==> src/rtl/tbb1143_bus_writer.sv <==
// Serialises nibble/byte write commands onto TBB1143 A0/D/WR; first WR rise SETUP_CYC+1 edges after accept.
// cmd_ready drops when storage is full (TBB_WRITER_FIFO_EN: 4-entry FIFO, otherwise one holding register).
module tbb1143_bus_writer #(
  parameter int SETUP_CYC  = 1,
  parameter int STROBE_CYC = 2,
  parameter int HOLD_CYC   = 1
) (
  input  logic       CLK,
  input  logic       RST,
  input  logic       cmd_valid,
  output logic       cmd_ready,
  input  logic       cmd_a0,
  input  logic [7:0] cmd_data,
  input  logic       cmd_wide,
  output logic [3:0] BUS_D,
  output logic       BUS_A0,
  output logic       BUS_WR,
  output logic       busy
);

  localparam logic [3:0] SETUP_LD  = 4'(SETUP_CYC - 1);
  localparam logic [3:0] STROBE_LD = 4'(STROBE_CYC - 1);
  localparam logic [3:0] HOLD_LD   = 4'(HOLD_CYC - 1);

  typedef enum logic [1:0] {IDLE, SETUP, STROBE, HOLD} state_t;

  state_t     state, state_d;
  logic [3:0] cnt, cnt_d;
  logic       pop, load_lo, load_hi;
  logic       push;
  logic       q_vld, q_a0, q_wide;
  logic [7:0] q_data;
  logic       ready_d, stored_d;
  logic [3:0] hi_q;
  logic       wide_q, second_q;

  assign push = cmd_valid & cmd_ready;

`ifdef TBB_WRITER_FIFO_EN
  logic [9:0] mem [4];
  logic [1:0] wr_ptr, rd_ptr;
  logic [2:0] occ, occ_d;

  assign occ_d                     = occ + {2'b00, push} - {2'b00, pop};
  assign q_vld                     = (occ != 3'd0);
  assign {q_a0, q_wide, q_data}    = mem[rd_ptr];
  assign ready_d                   = (occ_d != 3'd4);
  assign stored_d                  = (occ_d != 3'd0);

  always_ff @(posedge CLK or posedge RST) begin
    if (RST) begin
      wr_ptr <= 2'd0;
      rd_ptr <= 2'd0;
      occ    <= 3'd0;
    end else begin
      if (push) wr_ptr <= wr_ptr + 2'd1;
      if (pop)  rd_ptr <= rd_ptr + 2'd1;
      occ <= occ_d;
    end
  end

  always_ff @(posedge CLK) begin
    if (push) mem[wr_ptr] <= {cmd_a0, cmd_wide, cmd_data};
  end
`else
  logic       hold_vld, hold_vld_d;
  logic [9:0] hold_q;

  // push and pop are mutually exclusive here: ready implies the register is empty
  always_comb begin
    hold_vld_d = hold_vld;
    if (pop)  hold_vld_d = 1'b0;
    if (push) hold_vld_d = 1'b1;
  end

  assign q_vld                  = hold_vld;
  assign {q_a0, q_wide, q_data} = hold_q;
  assign ready_d                = ~hold_vld_d;
  assign stored_d               = hold_vld_d;

  always_ff @(posedge CLK or posedge RST) begin
    if (RST) begin
      hold_vld <= 1'b0;
      hold_q   <= 10'd0;
    end else begin
      hold_vld <= hold_vld_d;
      if (push) hold_q <= {cmd_a0, cmd_wide, cmd_data};
    end
  end
`endif

  always_comb begin
    state_d = state;
    cnt_d   = cnt;
    pop     = 1'b0;
    load_lo = 1'b0;
    load_hi = 1'b0;
    case (state)
      IDLE: begin
        if (q_vld) begin
          pop     = 1'b1;
          load_lo = 1'b1;
          state_d = SETUP;
          cnt_d   = SETUP_LD;
        end
      end
      SETUP: begin
        if (cnt == 4'd0) begin
          state_d = STROBE;
          cnt_d   = STROBE_LD;
        end else begin
          cnt_d = cnt - 4'd1;
        end
      end
      STROBE: begin
        if (cnt == 4'd0) begin
          state_d = HOLD;
          cnt_d   = HOLD_LD;
        end else begin
          cnt_d = cnt - 4'd1;
        end
      end
      HOLD: begin
        if (cnt != 4'd0) begin
          cnt_d = cnt - 4'd1;
        end else if (wide_q && !second_q) begin
          load_hi = 1'b1;
          state_d = SETUP;
          cnt_d   = SETUP_LD;
        end else if (q_vld) begin
          // chain straight into the next command without an IDLE bubble
          pop     = 1'b1;
          load_lo = 1'b1;
          state_d = SETUP;
          cnt_d   = SETUP_LD;
        end else begin
          state_d = IDLE;
        end
      end
      default: state_d = IDLE;
    endcase
  end

  always_ff @(posedge CLK or posedge RST) begin
    if (RST) begin
      state     <= IDLE;
      cnt       <= 4'd0;
      BUS_WR    <= 1'b0;
      BUS_D     <= 4'd0;
      BUS_A0    <= 1'b0;
      hi_q      <= 4'd0;
      wide_q    <= 1'b0;
      second_q  <= 1'b0;
      busy      <= 1'b0;
      cmd_ready <= 1'b1;
    end else begin
      state     <= state_d;
      cnt       <= cnt_d;
      BUS_WR    <= (state_d == STROBE);
      busy      <= (state_d != IDLE) || stored_d;
      cmd_ready <= ready_d;
      if (load_lo) begin
        BUS_A0   <= q_a0;
        BUS_D    <= q_data[3:0];
        hi_q     <= q_data[7:4];
        wide_q   <= q_wide;
        second_q <= 1'b0;
      end
      if (load_hi) begin
        BUS_D    <= hi_q;
        second_q <= 1'b1;
      end
    end
  end

endmodule

==> config.mk <==
export PLATFORM = sky130hd
export DESIGN_NAME = tbb1143_bus_writer
export DESIGN_NICKNAME = d
export VERILOG_FILES = /design/src/rtl/tbb1143_bus_writer.sv
export SDC_FILE = /design/constraint.sdc
export NUM_CORES = 1
export LEC_CHECK = 0
export BUFFER_PORTS_ARGS = -buffer_cell sky130_fd_sc_hd__buf_2
export CAP_MARGIN = 25
export CORE_ASPECT_RATIO = 0.7
export CORE_MARGIN = 2
export CORE_UTILIZATION = 35
export CTS_CLUSTER_DIAMETER = 100
export DETAILED_ROUTE_END_ITERATION = 8
export PLACE_DENSITY = 0.63
export SLEW_MARGIN = 20
export SYNTH_ARGS = -nofsm -noshare
export SYNTH_HDL_FRONTEND = slang
export SYNTH_SLANG_ARGS = --single-unit
==> constraint.sdc <==
create_clock -name CLK -period 6.57 [get_ports CLK]
set_clock_uncertainty 0.2 [all_clocks]
set_input_delay 0.3285 -clock CLK [delete_from_list [all_inputs] [get_ports CLK]]
set_output_delay 0.3285 -clock CLK [all_outputs]
set_load 0.03 [all_outputs]
==> results of run 1 <==
==> logic make-up (layout without fill, tap and decap cells) <==
kind of cell	Yosys count	count (layout)	share of synthesized area
compound gates	26	26	0.133
simple gates	34	34	0.121
mux	16	16	0.123
fa+ha+maj	7	7	0.0597
flops	31	31	0.529
buf+inv	13	38	0.0341
==> cell type report <==
cell class | count | area, um2
clock buffer | 6 | 82.6
clock inverter | 1 | 5.00
fill | 379 | 2250
inverter | 10 | 37.5
multi-input combinational | 83 | 641
sequential | 31 | 777
tap | 52 | 65.1
timing repair buffer | 21 | 110
==> worst max path at each step <==
stage                                endpoint  cells past startpoint             start  slack (ns)
after floorplan                busy$_DFF_PP0_                      8  cnt[0]$_DFF_PP0_        4.21
after global placement         busy$_DFF_PP0_                      6  cnt[0]$_DFF_PP0_        4.12
after detailed placement       busy$_DFF_PP0_                      7  cnt[0]$_DFF_PP0_        4.05
after CTS                      busy$_DFF_PP0_                      7  cnt[0]$_DFF_PP0_        4.02
after global routing           busy$_DFF_PP0_                      6  cnt[0]$_DFF_PP0_        3.86
final                     hi_q[2]$_DFFE_PP0P_                      6  cnt[0]$_DFF_PP0_        4.01
==> per-layer routing <==
metal	wire length, um	vias to the layer above	share of wire	GRT usage
met5	0	-	0	0
met4	57	0	0.019	0.0654
met3	128	7	0.043	0.0374
met2	1350	23	0.45	0.210
met1	1440	494	0.48	0.193
li1	-	496	-	-
==> state kept, by name, indices dropped and copies added (netlist names) <==
register and count:
BUS_A0 1, BUS_D 4, BUS_WR 1, busy 1
cmd_ready 1, cnt 4, hi_q 4, hold_q 10
hold_vld 1, second_q 1, state 2, wide_q 1
==> layout by cell type (no fill, tap or decap) <==
master / n
o211ai_1: 1
dfstp_2: 1
inv_1: 8
o32ai_2: 1
o21ai_0: 8
a21boi_4: 1
inv_2: 2
a2111oi_0: 1
o32a_4: 1
nor2_1: 7
nand3b_1: 1
dlygate4sd3_1: 1
buf_2: 20
o22ai_1: 2
nand2_1: 6
dfrtp_1: 30
nor2b_1: 3
mux2_2: 16
a221oi_1: 1
clkinv_2: 1
or3b_1: 2
nand2b_1: 4
clkbuf_8: 6
ha_1: 7
o311ai_0: 1
nor3_1: 4
nor3b_1: 1
nand3_1: 5
a21oi_1: 4
and2b_1: 1
a31oi_1: 5
==> timing repair <==
item                                    4_1_cts  5_1_grt
endpoints found under the hold margin        30        0
hold buffers                                  1        0
endpoints found under the setup margin        0        0
resized for setup                             0        0
==> report_power, final <==
part	total (mW)	leakage (nW)	internal, mW	switching (mW)
sequential	0.351	0.376	0.287	0.0642
clock	0.147	0.0470	0.0820	0.0653
combinational	0.419	0.363	0.177	0.242
==> worst register-to-register path, stage by stage (launching register included) <==
cell and delay, ns:
dfrtp_1 0.40, inv_1 0.11, ha_1 0.18, or3b_1 0.48, o32ai_2 0.45, nand2_1 0.28
mux2_2 0.35
==> cell usage after synthesis (all sizes together), types with 3 or more instances <==
master  instances
nor2b           3
nor2            7
mux2           16
nand2b          4
dfrtp          30
a31oi           5
nand3           5
ha              7
nand2           6
a21oi           4
o21ai           8
inv            10
nor3            4
==> flow_metrics.tcl, run 1 <==
set metrics [dict create \
    total_leakage_power_nw 0.786 \
    holdWs_ns 0.0795 \
    cts_tree "built" \
    dp_hpwl_um 2180 \
    synthArstFlopShare 1.00 \
    path_max_fanout 6 \
    ir_worst_vdd_mv 0.232 \
    grt.total_usage 0.141 \
    gp_congestion 0.744 \
    yosysWarningCount 0 \
    yosysTopAreaCellShare 0.512 \
    power_density_mw_per_mm2 534 \
    routed_wl_um 2970 \
    rr_endpoint "hi_q[2]$_DFFE_PP0P_" \
    hold_viol 0 \
    grt_pass1_wl_um 5000 \
    grt-ovfl-total 0 \
    rsz0062_at_grt "no" \
    r2r_slack_ns 4.01 \
    die_w_um 81.4 \
    rows 19 \
    drtPass1Iterations 4 \
    synthesis.area_mm2 0.00147 \
    hold_class "in -> reg" \
    power.total_mw 0.918 \
    clock_latency_ns 0.28 \
    finalCritPeriodShare 0.390 \
    status "finished clean" \
    stdcell_count 204 \
    synth_area_per_cell_um2 11.6 \
    post-place-ws_ns 4.05 \
    start_util 0.370 \
    hold_depth 2 \
    cp_data_arrival_time_ns 2.52 \
    clockBufferDepth 2 \
    worst_pin_slew_ns 0.657 \
    critPathTopFamily "simple AND/OR/NAND/NOR gates" \
    synth_cell_types 29 \
    num-nets-final 172 \
    r2r_cells 6 \
    holdCritStartpoint "cmd_data[3]" \
    drcViolationCount 0 \
    critPathSlowestCell "or3b_1" \
    worstPathCellList "inv_1 > ha_1 > or3b_1 > o32ai_2 > nand2_1 > mux2_2" \
    postRouteAntennaNets 0 \
    crit_required_ns 6.53 \
    postLayoutCellArea_mm2 0.00172 \
    detail_route.wl_per_cell_um 14.6 \
    synthCells 127 \
    worstSetupEndpointType "register" \
    vias 1020 \
    antenna_found_initial 0 \
    path_clk_slew_ns 0.06 \
    startpoint_type "register" \
    ys_ff_latch 31 \
    drtIter0Drc 75 \
    core_mm2 0.00397 \
    drv_cap 0 \
    die_h_um 58.2 \
    synth_largest_area_cell "dfrtp_1" \
    fin_util 0.433 \
    layout_setup_ws_ns 4.01 \
    cpPeakStageDelay_ns 0.48 \
    setup_viol 0 \
    drv_slew 0 \
    critPathKind "reg -> reg" \
    drive_gt1_frac 0.322 \
    diodes 0 \
    synth_area_leaders "dfrtp_1 (51%), mux2_2 (12%), ha_1 (6.0%), o21ai_0 (2.7%), inv_1 (2.3%)" \
    dieArea_mm2 0.00474 \
    timing.critical_path.buf_inv 1 \
    ys_seq_area_frac 0.529 \
    grt_max_degree 32 \
    postCtsSetupBuffers 0 \
    final.setup.tns_ns 0 \
    hold_end "hold_q[3]$_DFFE_PP0P_" \
    ios 21 \
    fmaxAchievable_mhz 390 \
    maxSlewHeadroom 0.562 \
    synth-main-ff-cell "dfrtp_1" \
    place.port_buffers 20 \
    cts-buffers-inserted 5 \
    cts-htree-levels 2 \
    syn2layout_area_growth_pct 17.1 \
    root_buffer "clkbuf_8" \
    min_period_ns 2.56 \
    placed_cell_area_mm2 0.00162 \
    syn-num-nets 147 \
    grt_pass1_vias 1020 \
    via_per_inst 5.00 \
    dp_cells 196 \
    clock_sinks 31 \
    timing.rr.start "cnt[0]$_DFF_PP0_" \
    synth-edff-count 0 \
]
Note: power is estimated with default switching activity, not from simulation.
==> run 2: changes to the inputs <==
Settings changed: PLACE_DENSITY 0.63 to 0.65.
Clock period 6.57 ns to 2.3 ns, I/O delays scaled along.
==> flow_metrics.tcl, run 2 (synthesis gave the netlist of run 1 again) <==
set metrics [dict create \
    num-nets-final 200 \
    cpPeakStageDelay_ns 0.42 \
    start_util 0.370 \
    ir_worst_vdd_mv 0.665 \
    worst_pin_slew_ns 0.647 \
    drtIter0Drc 134 \
    cts_tree "built" \
    grt_pass1_wl_um 5120 \
    cp_data_arrival_time_ns 2.21 \
    holdWs_ns 0.161 \
    drive_gt1_frac 0.398 \
    crit_path_frequent_cell "inv_2" \
    vias 1162 \
    drtPass1Iterations 4 \
    mostFrequentLayoutCells "dfrtp_1 (30), buf_2 (20), buf_4 (18)" \
    drv_cap 0 \
    multiInputGateArea_um2 664 \
    clock_sinks 31 \
    setup_viol 0 \
    drcViolationCount 0 \
    grt-ovfl-total 0 \
    detail_route.wl_per_cell_um 13.5 \
    diodes 0 \
    fmaxAchievable_mhz 442 \
    maxSlewHeadroom 0.564 \
    dp_hpwl_um 2210 \
    worstPathCellList "inv_2 > ha_4 > or3b_4 > o32a_4 > a21boi_4 > inv_2 > or3b_1" \
    power_density_mw_per_mm2 1480 \
    worstSetupEndpointType "register" \
    regMostFlops "hold_q" \
    min_period_ns 2.26 \
    grt_pass1_vias 1136 \
    startpoint_type "register" \
    critPathSlowestCell "or3b_4" \
    final.setup.tns_ns 0 \
    ios 21 \
    fillers 352 \
    core_mm2 0.00397 \
    ff_latch_area_um2 777 \
    power.total_mw 2.93 \
    dieArea_mm2 0.00474 \
    stdcell_count 233 \
    die_w_um 81.4 \
    status "finished clean" \
    clockBufferDepth 2 \
    rows 19 \
    grt_max_degree 32 \
    antenna_found_initial 0 \
    rsz0062_at_grt "yes" \
    largest_reg_flops 10 \
    fin_util 0.499 \
    path_clk_slew_ns 0.06 \
    hold_viol 0 \
    timing.critical_path.buf_inv 2 \
    die_h_um 58.2 \
    postRouteAntennaNets 0 \
    routed_wl_um 3150 \
    root_buffer "clkbuf_8" \
    syn2layout_area_growth_pct 35.0 \
    hold_class "in -> reg" \
    dp_cells 210 \
    critPathTopFamily "simple AND/OR/NAND/NOR gates" \
    gp_congestion 0.743 \
    total_leakage_power_nw 0.917 \
    clock_latency_ns 0.27 \
    critPathKind "reg -> reg" \
    drv_slew 0 \
    via_per_inst 4.99 \
    grt.total_usage 0.145 \
    crit_required_ns 2.25 \
    finalCritPeriodShare 0.983 \
    path_max_fanout 5 \
    cts-buffers-inserted 5 \
    cts-htree-levels 2 \
    final_common_cell "dfrtp_1" \
    place.port_buffers 20 \
]
## run 2: worst register-to-register path: stages (launching register included)
cell,delay [ns]
dfrtp_1,0.40
inv_2,0.08
ha_4,0.12
or3b_4,0.42
o32a_4,0.35
a21boi_4,0.17
inv_2,0.04
or3b_1,0.35
## run 2: layer usage
metal	part of all wire	up-vias	track usage
met1	0.46	574	0.190
met4	0.0025	0	0.0630
met2	0.49	34	0.221
met5	0	-	0
met3	0.052	2	0.0452
li1	-	552	-
## run 2: path summary, 6_finish.rpt
path | cells past startpoint | endpoint | from | slack [ns]
worst min-delay path | 5 | hold_vld$_DFF_PP0_ | cmd_valid | 0.16
worst max-delay path | 7 | busy$_DFF_PP0_ | cnt[1]$_DFF_PP0_ | 0.04
max in group asynchronous | 4 | cmd_ready$_DFF_PP1_ | RST | 1.33
worst max register to register | 7 | busy$_DFF_PP0_ | cnt[1]$_DFF_PP0_ | 0.04
min in group asynchronous | 4 | hi_q[2]$_DFFE_PP0P_ | RST | 0.26
worst min register to register | 1 | hi_q[2]$_DFFE_PP0P_ | hold_q[6]$_DFFE_PP0P_ | 0.30
## run 2: cell type report
cell class | count | share of cell area
multi-input combinational | 83 | 0.335
clock buffer | 7 | 0.0436
timing repair buffer | 49 | 0.174
clock inverter | 1 | 0.00253
tap | 52 | 0.0328
sequential | 31 | 0.392
inverter | 10 | 0.0190
## run 2: repair_timing
item,in CTS,in global routing
hold buffers,11,0
buffers inserted,3,1
endpoints found under the setup margin,7,9
pin swaps,3,2
resized for setup,5,3
endpoints found under the hold margin,40,0
## run 2: metrics by stage
step / setup WS, ns / area, um2
floorplan: 0.00344 / 1470
global placement: 0.0129 / 1730
detailed placement: -0.0585 / 1730
CTS: 0.00100 / 1960
global route: -0.0556 / 1980
finish: 0.0397 / 1980
## run 2: where the power goes
| part | total, mW | internal, mW | leakage, nW | switching, mW |
|---|---|---|---|---|
| clock network | 0.431 | 0.241 | 0.0482 | 0.190 |
| registers | 0.998 | 0.820 | 0.376 | 0.178 |
| logic | 1.50 | 0.739 | 0.493 | 0.764 |
| total | 2.93 | 1.80 | 0.917 | 1.13 |
